## config.mk

```make
export PLATFORM = sky130hd
export DESIGN_NAME = spike_encoder_flat
export DESIGN_NICKNAME = d
export VERILOG_FILES = /design/src/rtl/spike_encoder_if.sv /design/src/rtl/spike_encoder.sv /design/src/flat_wrapper.sv
export SDC_FILE = /design/constraint.sdc
export NUM_CORES = 1
export LEC_CHECK = 0
export CORE_UTILIZATION = 55
export DETAILED_ROUTE_END_ITERATION = 8
export PLACE_DENSITY = 0.88
export SLEW_MARGIN = 10
export SYNTH_ARGS = -nofsm -noshare
export SYNTH_HDL_FRONTEND = slang
export SYNTH_SLANG_ARGS = --single-unit
```

## constraint.sdc

```tcl
create_clock -name clk -period 2.8 [get_ports clk]
set_clock_uncertainty 0.2 [all_clocks]
set_input_delay 0.7 -clock clk [delete_from_list [all_inputs] [get_ports clk]]
set_output_delay 0.7 -clock clk [all_outputs]
set_load 0.02 [all_outputs]
```

## src/rtl/spike_encoder_if.sv

```systemverilog
// Handshake bundle between the pixel source, the spike encoder and the CU spike consumer.
interface spike_encoder_if #(
  parameter int NUM_PES = 4,
  parameter int T_STEPS = 8
) ();
  logic                              in_valid;
  logic                              in_ready;
  logic [NUM_PES-1:0][7:0]           pixels;
  logic                              enc_mode;
  logic                              out_valid;
  logic                              out_ready;
  logic [NUM_PES-1:0][T_STEPS-1:0]   out_spikes;
  logic                              busy;

  modport master (
    output in_valid, pixels, enc_mode, out_ready,
    input  in_ready, out_valid, out_spikes, busy
  );

  modport slave (
    input  in_valid, pixels, enc_mode, out_ready,
    output in_ready, out_valid, out_spikes, busy
  );
endinterface

```

## src/rtl/spike_encoder.sv

```systemverilog
// Encodes one 8-bit value per PE lane into a T_STEPS-bit spike train (rate or
// time-to-first-spike) and holds the trains until the consumer takes them.
module spike_encoder #(
  parameter int NUM_PES = 4,
  parameter int T_STEPS = 8
) (
  input  logic            clk,
  input  logic            nrst,
  spike_encoder_if.slave  bus
);
  localparam int TW  = $clog2(T_STEPS);
  localparam int SHR = (TW <= 8) ? (8 - TW) : 0;
  localparam int SHL = (TW > 8) ? (TW - 8) : 0;
  localparam logic [TW-1:0] LAST_STEP = TW'(T_STEPS - 1);

  typedef enum logic [1:0] {IDLE, ENCODE, HOLD} state_t;

  state_t                           state, state_next;
  logic [TW-1:0]                    step;
  logic [NUM_PES-1:0][7:0]          pix_q;
  logic [NUM_PES-1:0][7:0]          acc;
  logic                             mode_q;
  logic [NUM_PES-1:0][T_STEPS-1:0]  spikes;
  logic [NUM_PES-1:0][8:0]          sum;
  logic [NUM_PES-1:0]               spike_bit;

  // Inverted value scaled onto the step range: brighter pixels fire earlier.
  function automatic logic [TW-1:0] ttfs_step(input logic [7:0] p);
    logic [7:0] inv;
    inv = ~p;
    return TW'(inv >> SHR) << SHL;
  endfunction

  always_ff @(posedge clk or negedge nrst) begin
    if (!nrst) state <= IDLE;
    else       state <= state_next;
  end

  always_comb begin
    state_next = state;
    case (state)
      IDLE:    if (bus.in_valid)      state_next = ENCODE;
      ENCODE:  if (step == LAST_STEP) state_next = HOLD;
      HOLD:    if (bus.out_ready)     state_next = IDLE;
      default:                        state_next = IDLE;
    endcase
  end

  always_comb begin
    sum       = '0;
    spike_bit = '0;
    for (int i = 0; i < NUM_PES; i++) begin
      sum[i] = {1'b0, acc[i]} + {1'b0, pix_q[i]};
      if (mode_q) spike_bit[i] = (pix_q[i] != 8'd0) && (ttfs_step(pix_q[i]) == step);
      else        spike_bit[i] = sum[i][8];
    end
  end

  // Latched operands stay frozen for the whole train so later input changes are harmless.
  always_ff @(posedge clk or negedge nrst) begin
    if (!nrst) begin
      step   <= '0;
      pix_q  <= '0;
      acc    <= '0;
      mode_q <= 1'b0;
      spikes <= '0;
    end else begin
      case (state)
        IDLE: begin
          if (bus.in_valid) begin
            pix_q  <= bus.pixels;
            mode_q <= bus.enc_mode;
            acc    <= '0;
            spikes <= '0;
            step   <= '0;
          end
        end
        ENCODE: begin
          for (int i = 0; i < NUM_PES; i++) begin
            spikes[i][step] <= spike_bit[i];
            acc[i]          <= sum[i][7:0];
          end
          step <= step + 1'b1;
        end
        default: ;
      endcase
    end
  end

  assign bus.in_ready   = (state == IDLE);
  assign bus.out_valid  = (state == HOLD);
  assign bus.busy       = (state != IDLE);
  assign bus.out_spikes = spikes;
endmodule

```

## src/flat_wrapper.sv

```systemverilog
// flat-port wrapper written by rule: the top's interface ports become plain ports
module spike_encoder_flat 
#(
  parameter int NUM_PES = 4,
  parameter int T_STEPS = 8
)
  (clk, nrst, bus_in_valid, bus_pixels, bus_enc_mode, bus_out_ready, bus_in_ready, bus_out_valid, bus_out_spikes, bus_busy);
  spike_encoder_if #(.NUM_PES(NUM_PES), .T_STEPS(T_STEPS)) bus_i ();
  input  logic clk;
  input  logic nrst;
  input wire logic [$bits(bus_i.in_valid)-1:0] bus_in_valid;
  input wire logic [$bits(bus_i.pixels)-1:0] bus_pixels;
  input wire logic [$bits(bus_i.enc_mode)-1:0] bus_enc_mode;
  input wire logic [$bits(bus_i.out_ready)-1:0] bus_out_ready;
  output wire logic [$bits(bus_i.in_ready)-1:0] bus_in_ready;
  output wire logic [$bits(bus_i.out_valid)-1:0] bus_out_valid;
  output wire logic [$bits(bus_i.out_spikes)-1:0] bus_out_spikes;
  output wire logic [$bits(bus_i.busy)-1:0] bus_busy;
  assign bus_i.in_valid = bus_in_valid;
  assign bus_i.pixels = bus_pixels;
  assign bus_i.enc_mode = bus_enc_mode;
  assign bus_i.out_ready = bus_out_ready;
  assign bus_in_ready = bus_i.in_ready;
  assign bus_out_valid = bus_i.out_valid;
  assign bus_out_spikes = bus_i.out_spikes;
  assign bus_busy = bus_i.busy;
  spike_encoder #(.NUM_PES(NUM_PES), .T_STEPS(T_STEPS)) u_core (.clk(clk), .nrst(nrst), .bus(bus_i));
endmodule
```

# Yosys cells after proc, flatten, opt, wreduce, memory -nomap -nowiden
# Index checks and enable logic that the tools add are counted.
dict set report classes {
  n_addsub 5
  n_lt_le_gt_ge 2
  eq_ne 10
  mux 19
  bitwise_logic 4
  reduce_logical 15
}
# cell n
set ops {}
lappend ops {{$pmux W32 S2} 2}
lappend ops {{$add A8 B8 Y9} 4}
lappend ops {{$bwmux W8} 4}
lappend ops {{$mux W32} 1}
lappend ops {{$not A8 Y8} 4}
lappend ops {{$reduce_bool A8 Y1} 4}
lappend ops {{$eq A3 B3 Y1} 4}
lappend ops {{$mux W2} 3}
lappend ops {{$pmux W2 S3} 1}
lappend ops {{$pmux W3 S2} 1}
lappend ops {{$logic_and A1 B1 Y1} 5}
lappend ops {{$mux W1} 5}
lappend ops {{$lt A3 B4 Y1 const B} 1}
lappend ops {{$ne A2 B2 Y1 const B} 2}
lappend ops {{$reduce_and A2 Y1} 2}
lappend ops {{$reduce_bool A2 Y1} 2}
lappend ops {{$add A3 B1 Y3 const B} 1}
lappend ops {{$demux W1 S3} 1}
lappend ops {{$eq A3 B3 Y1 const B} 1}
lappend ops {{$ge A3 B1 Y1 const B} 1}
lappend ops {{$mux W3} 1}
lappend ops {{$reduce_and A3 Y1} 1}
lappend ops {{$eq A2 B1 Y1 const B} 1}
lappend ops {{$eq A2 B2 Y1 const B} 1}
lappend ops {{2 further kinds} 2}
dict set report totals {
  reg_bits 102
  in_bits 37
  output_inout_bits 35
}

# Logic depth before layout (Yosys ltp)
dict set report depth {
  depth_word 6
  depth_mapped 8
  depth_no_buf 8
}

# Worst setup path before layout
# OpenSTA, ideal clock, no wires.
dict set report synth_path {
  path_kind {register to register}
  from {register u_core.pix_q[16] in the netlist's numbering}
  to {register u_core.spikes (netlist bit u_core.bus.out_spikes[22])}
  setup_ns 0.084
  t_arrival_ns 1.880
  required_time_ns 2.516
  setup_slack_ns 0.636
  stages_incl_launch_ff 9
  cell_sequence {dfrtp_1 -> ha_1 -> inv_1 -> fa_1 -> nor2b_1 -> o31a_1 -> nor4_1 -> a2111o_1 -> o21ai_0}
}
dict set report synth_between {
  elab_chain_len 5
  word_cells_on_any_way 6
  classes_between {1 x add/sub; 3 x mux; 2 x reduce/logical}
}
# item line_no
set synth_lines {}
lappend synth_lines {{from (decl)} spike_encoder.sv:20} ;# logic [NUM_PES-1:0][7:0] pix_q;
lappend synth_lines {{from (signal assigned)} spike_encoder.sv:71} ;# pix_q <= bus.pixels;
lappend synth_lines {{branches (longest 2 deep; another with $add A8 B8 Y9)} n/a}
lappend synth_lines {{$mux W1 *} spike_encoder.sv:54} ;# if (mode_q) spike_bit[i] = (pix_q[i] != 8'd0) && (ttfs_step(pix_q[i]) == step);
lappend synth_lines {{$bwmux W8 *} spike_encoder.sv:80} ;# spikes[i][step] <= spike_bit[i];
lappend synth_lines {{$pmux W32 S2 *} spike_encoder.sv:68} ;# case (state)
lappend synth_lines {{to (signal, indexed assignment)} spike_encoder.sv:80}
lappend synth_lines {{to (decl)} spike_encoder.sv:23} ;# logic [NUM_PES-1:0][T_STEPS-1:0] spikes;
# Every way passes the cells marked *.
# A chain may end at the register's enable or synchronous reset.

# Worst setup path in the final report
dict set report layout_path {
  from {register u_core.state[1]}
  to {output port bus_in_ready}
}
dict set report layout_between {
  elab_chain_len 1
}
# item line_no
set layout_lines {}
lappend layout_lines {{from (decl)} spike_encoder.sv:18} ;# state_t state, state_next;
lappend layout_lines {{from (signal assigned)} spike_encoder.sv:36} ;# else state <= state_next;
lappend layout_lines {{$logic_not A2 Y1} spike_encoder.sv:90} ;# assign bus.in_ready = (state == IDLE);
lappend layout_lines {{to (decl)} flat_wrapper.sv:15} ;# output wire logic [$bits(bus_i.in_ready)-1:0] bus_in_ready;
# No other way between the ends.

==> flow_summary.rst <==
.. list-table::
   :header-rows: 1

   * - Metric
     - Value
   * - Outcome
     - finished clean
   * - Final hold violation count
     - 0
   * - Via density
     - 5.85
   * - Fraction of the yosys area taken by sequential cells
     - 0.480
   * - DP HPWL
     - 8140 um
   * - Maximum net fanout on the critical path
     - 5
   * - Clock slew at the register clock pins of the worst setup and hold paths
     - 0.09 ns
   * - CTS tree
     - done
   * - Worst slew margin relative to its limit
     - 0.594
   * - Clock Tree Root
     - sky130_fd_sc_hd__clkbuf_8
   * - First drt pass iteration count
     - 4
   * - Number of endpoints failing setup at the final stage
     - 0
   * - Required time at the worst-slack endpoint
     - 1.90 ns
   * - Number of buffers inserted during clock tree synthesis
     - 9
   * - Kind of start point of the critical path
     - flop
   * - Largest cells by area after synthesis
     - sky130_fd_sc_hd__dfrtp_1 (48%), sky130_fd_sc_hd__ha_1 (8.0%), sky130_fd_sc_hd__mux2_2 (7.0%), sky130_fd_sc_hd__o21ai_0 (6.4%), sky130_fd_sc_hd__nand3_1 (4.4%)
   * - Synth area leader
     - sky130_fd_sc_hd__dfrtp_1
   * - Total track usage
     - 0.240
   * - Total wire length
     - 11400 um
   * - Cell types with the highest counts after synthesis
     - sky130_fd_sc_hd__dfrtp_1 (102), sky130_fd_sc_hd__o21ai_0 (68), sky130_fd_sc_hd__nand3_1 (47)
   * - Clock sink count
     - 102
   * - Core ar.
     - 9330 sq um
   * - Slowest cell delay on critical path
     - 0.65 ns
   * - Number of remaining DRC errors
     - 0
   * - Worst reg-to-reg setup slack
     - 0.38 ns
   * - # resized after CTS
     - 0
   * - Clock Latency Late Sink
     - 0.36 ns
   * - Most frequently used flop master after synthesis
     - sky130_fd_sc_hd__dfrtp_1
   * - Slew at the pin closest to its max-slew limit
     - 0.608 ns
   * - Fraction of the cycle the final worst path needs
     - 0.918
   * - Flop and latch count out of synthesis
     - 102
   * - Number of buffers inserted by port buffering
     - 71
   * - Die Wd
     - 100 um
   * - Maximum clock rate
     - 0.389 GHz
   * - Post-synth net total
     - 576
   * - Proportion of layout cells with a drive suffix above 1
     - 0.111
   * - Capture point of the worst reg-to-reg path
     - u_core.bus.out_spikes[17]
   * - I/O pin cnt
     - 72
   * - Post-synthesis async set-or-reset flop share
     - 1.00
   * - Routed wire per std cell
     - 16.2 um
   * - Number of slew-limit violations in the final report
     - 0
   * - Number of global-route vias before repair
     - 4011
   * - Row count
     - 35
   * - Deepest level of the CTS H-tree
     - 3
   * - DR vias
     - 4132
   * - Largest buffer count on any clock path
     - 2
   * - Worst VDD drop
     - 0.548 mV
   * - Synth warn
     - 0
   * - Syn Inst Count
     - 501
   * - Fin crit period
     - 2.57 ns
   * - Initial Utilization
     - 0.571
   * - Last weighted congestion value of the routability-driven placer
     - 0.849
   * - Setup repair after global routing missed its margin
     - no
   * - Mean Syn Cell Area
     - 10.6 sq um
   * - Post-CTS Hold Fix Bufs
     - 0
   * - Floorplan die area
     - 10100 sq um
   * - Post-CTS setup-driven buffer insertion count
     - 0
   * - Pin count of the biggest net entering global routing
     - 77
   * - Pre-CTS setup slack
     - 0.429 ns
   * - Max stage delay cell, worst path
     - sky130_fd_sc_hd__clkdlybuf4s50_1
   * - Number of max-cap violations
     - 0
   * - Cell leakage power
     - 2.73 nW
   * - Ordered list of cells on the worst path
     - nor2_1 -> clkdlybuf4s50_1
   * - Aggregate global routing overflow
     - 0
   * - Number of synthesized flops with an enable pin
     - 0
   * - Number of antenna violations at the first check in global routing
     - 0
   * - Worst Reg2Reg Path Length in Cells
     - 8
   * - Wire length of the first global-routing pass
     - 19000 um
   * - Number of design-rule violations left by the first detailed-router iteration
     - 148
   * - Most numerous cell in the Yosys netlist
     - sky130_fd_sc_hd__dfrtp_1
   * - Final WS setup
     - 0.228 ns
   * - Kind of critical path
     - flop to primary output
   * - Number of antenna repair diodes
     - 0
   * - Netlist Area Pre-Place
     - 5320 sq um
   * - Class of the most critical hold timing path
     - primary input to asynchronous set/reset pin
   * - Library cells used by synthesis
     - 42
   * - Worst Setup End Kind
     - primary output
   * - Arrival time of data at the critical path endpoint
     - 1.67 ns
   * - Number of nets with antenna violations after routing
     - 0
   * - Share of Yosys cell area claimed by the top area cell type
     - 0.480
   * - Die Ht
     - 100 um
   * - Post-synthesis to final-layout area growth
     - 20.3%
   * - Worst reg2reg path startpoint
     - u_core.acc[16]
   * - Power density relative to cell area
     - 1350 nW/um^2
   * - Aggregate negative setup slack
     - 0 ns
   * - Final nets
     - 647
-- logic make-up (layout without fill, tap and decap cells) --
family,after synthesis,in the layout,synth area share
multiplexers,35,35,0.0736
flip-flops,102,102,0.480
AND/OR/NAND/NOR,120,120,0.113
XOR/XNOR,25,25,0.0411
AO/OA/AOI/OAI,144,144,0.170
buffers and inverters,37,113,0.0277
adder cells (fa/ha/maj),38,38,0.0950
-- registers in the layout, summed over array words and instances (netlist names) --
register and flops:
u_core.bus.out_spikes 32, u_core.acc 32, u_core.step 3, u_core.state 2
u_core.mode_q 1, u_core.pix_q 32
-- metal layers --
| layer | up-vias | wire, um | share of wire | GRT usage |
|---|---|---|---|---|
| met4 | 0 | 108 | 0.0095 | 0.0557 |
| met3 | 12 | 681 | 0.060 | 0.0543 |
| li1 | 1983 | - | - | - |
| met5 | - | 0 | 0 | 0 |
| met1 | 2000 | 4970 | 0.44 | 0.305 |
| met2 | 137 | 5650 | 0.50 | 0.418 |
-- how the worst max path moves through the flow --
stage / startpoint / to / slack [ns] / cells past startpoint
2_1_floorplan: u_core.pix_q[16] / u_core.bus.out_spikes[22] / 0.64 / 8
3_3_place_gp: u_core.pix_q[16] / u_core.bus.out_spikes[21] / 0.50 / 8
3_5_place_dp: u_core.pix_q[16] / u_core.bus.out_spikes[17] / 0.43 / 8
4_1_cts: u_core.state[1] / bus_in_ready / 0.22 / 2
5_1_grt: u_core.state[0] / bus_in_ready / 0.14 / 2
6_report: u_core.state[1] / bus_in_ready / 0.23 / 2
-- stage by stage --
step / cells / area [sq um] / utilization / power, mW / hold WS (ns)
6_report: 706 / 6400 / 0.686 / 8.66 / 0.140
3_3_place_gp: 690 / 6210 / 0.666 / 7.44 / 0.272
3_5_place_dp: 690 / 6210 / 0.666 / 7.74 / 0.281
5_1_grt: 706 / 6400 / 0.686 / 9.37 / 0.172
4_1_cts: 706 / 6400 / 0.686 / 8.67 / 0.145
2_1_floorplan: 501 / 5320 / - / 6.31 / 0.204
-- worst max-delay path: cells and delay by family, from the launching register on --
kind / cells / cell delay [ns]
AND/OR/NAND/NOR: 1 / 0.23
flip-flops: 1 / 0.43
buffers and inverters: 1 / 0.65
-- cell usage in the layout, fill, tap and decap left out, types with 4 or more instances in the layout --
cell / netlist / routed
sky130_fd_sc_hd__a211o_1: 6 / 6
sky130_fd_sc_hd__a211oi_1: 8 / 8
sky130_fd_sc_hd__a21o_1: 5 / 5
sky130_fd_sc_hd__a21oi_1: 11 / 11
sky130_fd_sc_hd__a22o_1: 9 / 9
sky130_fd_sc_hd__a31oi_1: 5 / 5
sky130_fd_sc_hd__buf_4: 2 / 9
sky130_fd_sc_hd__clkbuf_8: 0 / 9
sky130_fd_sc_hd__clkdlybuf4s50_1: 0 / 70
sky130_fd_sc_hd__clkinvlp_4: 0 / 4
sky130_fd_sc_hd__dfrtp_1: 102 / 102
sky130_fd_sc_hd__fa_1: 4 / 4
sky130_fd_sc_hd__ha_1: 34 / 34
sky130_fd_sc_hd__inv_1: 16 / 16
sky130_fd_sc_hd__mux2_2: 33 / 33
sky130_fd_sc_hd__nand2_1: 25 / 24
sky130_fd_sc_hd__nand3_1: 47 / 47
sky130_fd_sc_hd__nand3b_1: 4 / 4
sky130_fd_sc_hd__nor2_1: 14 / 14
sky130_fd_sc_hd__nor2b_1: 5 / 5
sky130_fd_sc_hd__nor3_1: 9 / 9
sky130_fd_sc_hd__o211ai_1: 4 / 4
sky130_fd_sc_hd__o21a_1: 6 / 6
sky130_fd_sc_hd__o21ai_0: 68 / 68
sky130_fd_sc_hd__o31ai_1: 5 / 5
sky130_fd_sc_hd__or2_2: 4 / 4
sky130_fd_sc_hd__or4_1: 4 / 4
sky130_fd_sc_hd__xnor2_1: 15 / 15
sky130_fd_sc_hd__xor2_1: 10 / 10
-- layout make-up --
cell class,count,area (sq um)
fill,713,2930
tap,129,161
clock buffer,11,131
sequential,102,2550
multi-input combinational,362,2630
inverter,16,60.1
clock inverter,5,60.1
timing repair buffer,81,808
-- report_power, final --
| part | switching (mW) | total, mW | internal, mW |
|---|---|---|---|
| Sequential | 0.560 | 2.75 | 2.19 |
| Clock | 0.493 | 0.907 | 0.414 |
| Combinational | 2.68 | 5.00 | 2.32 |
| Total | 3.73 | 8.66 | 4.92 |
Power figures use the tool's default switching activity.
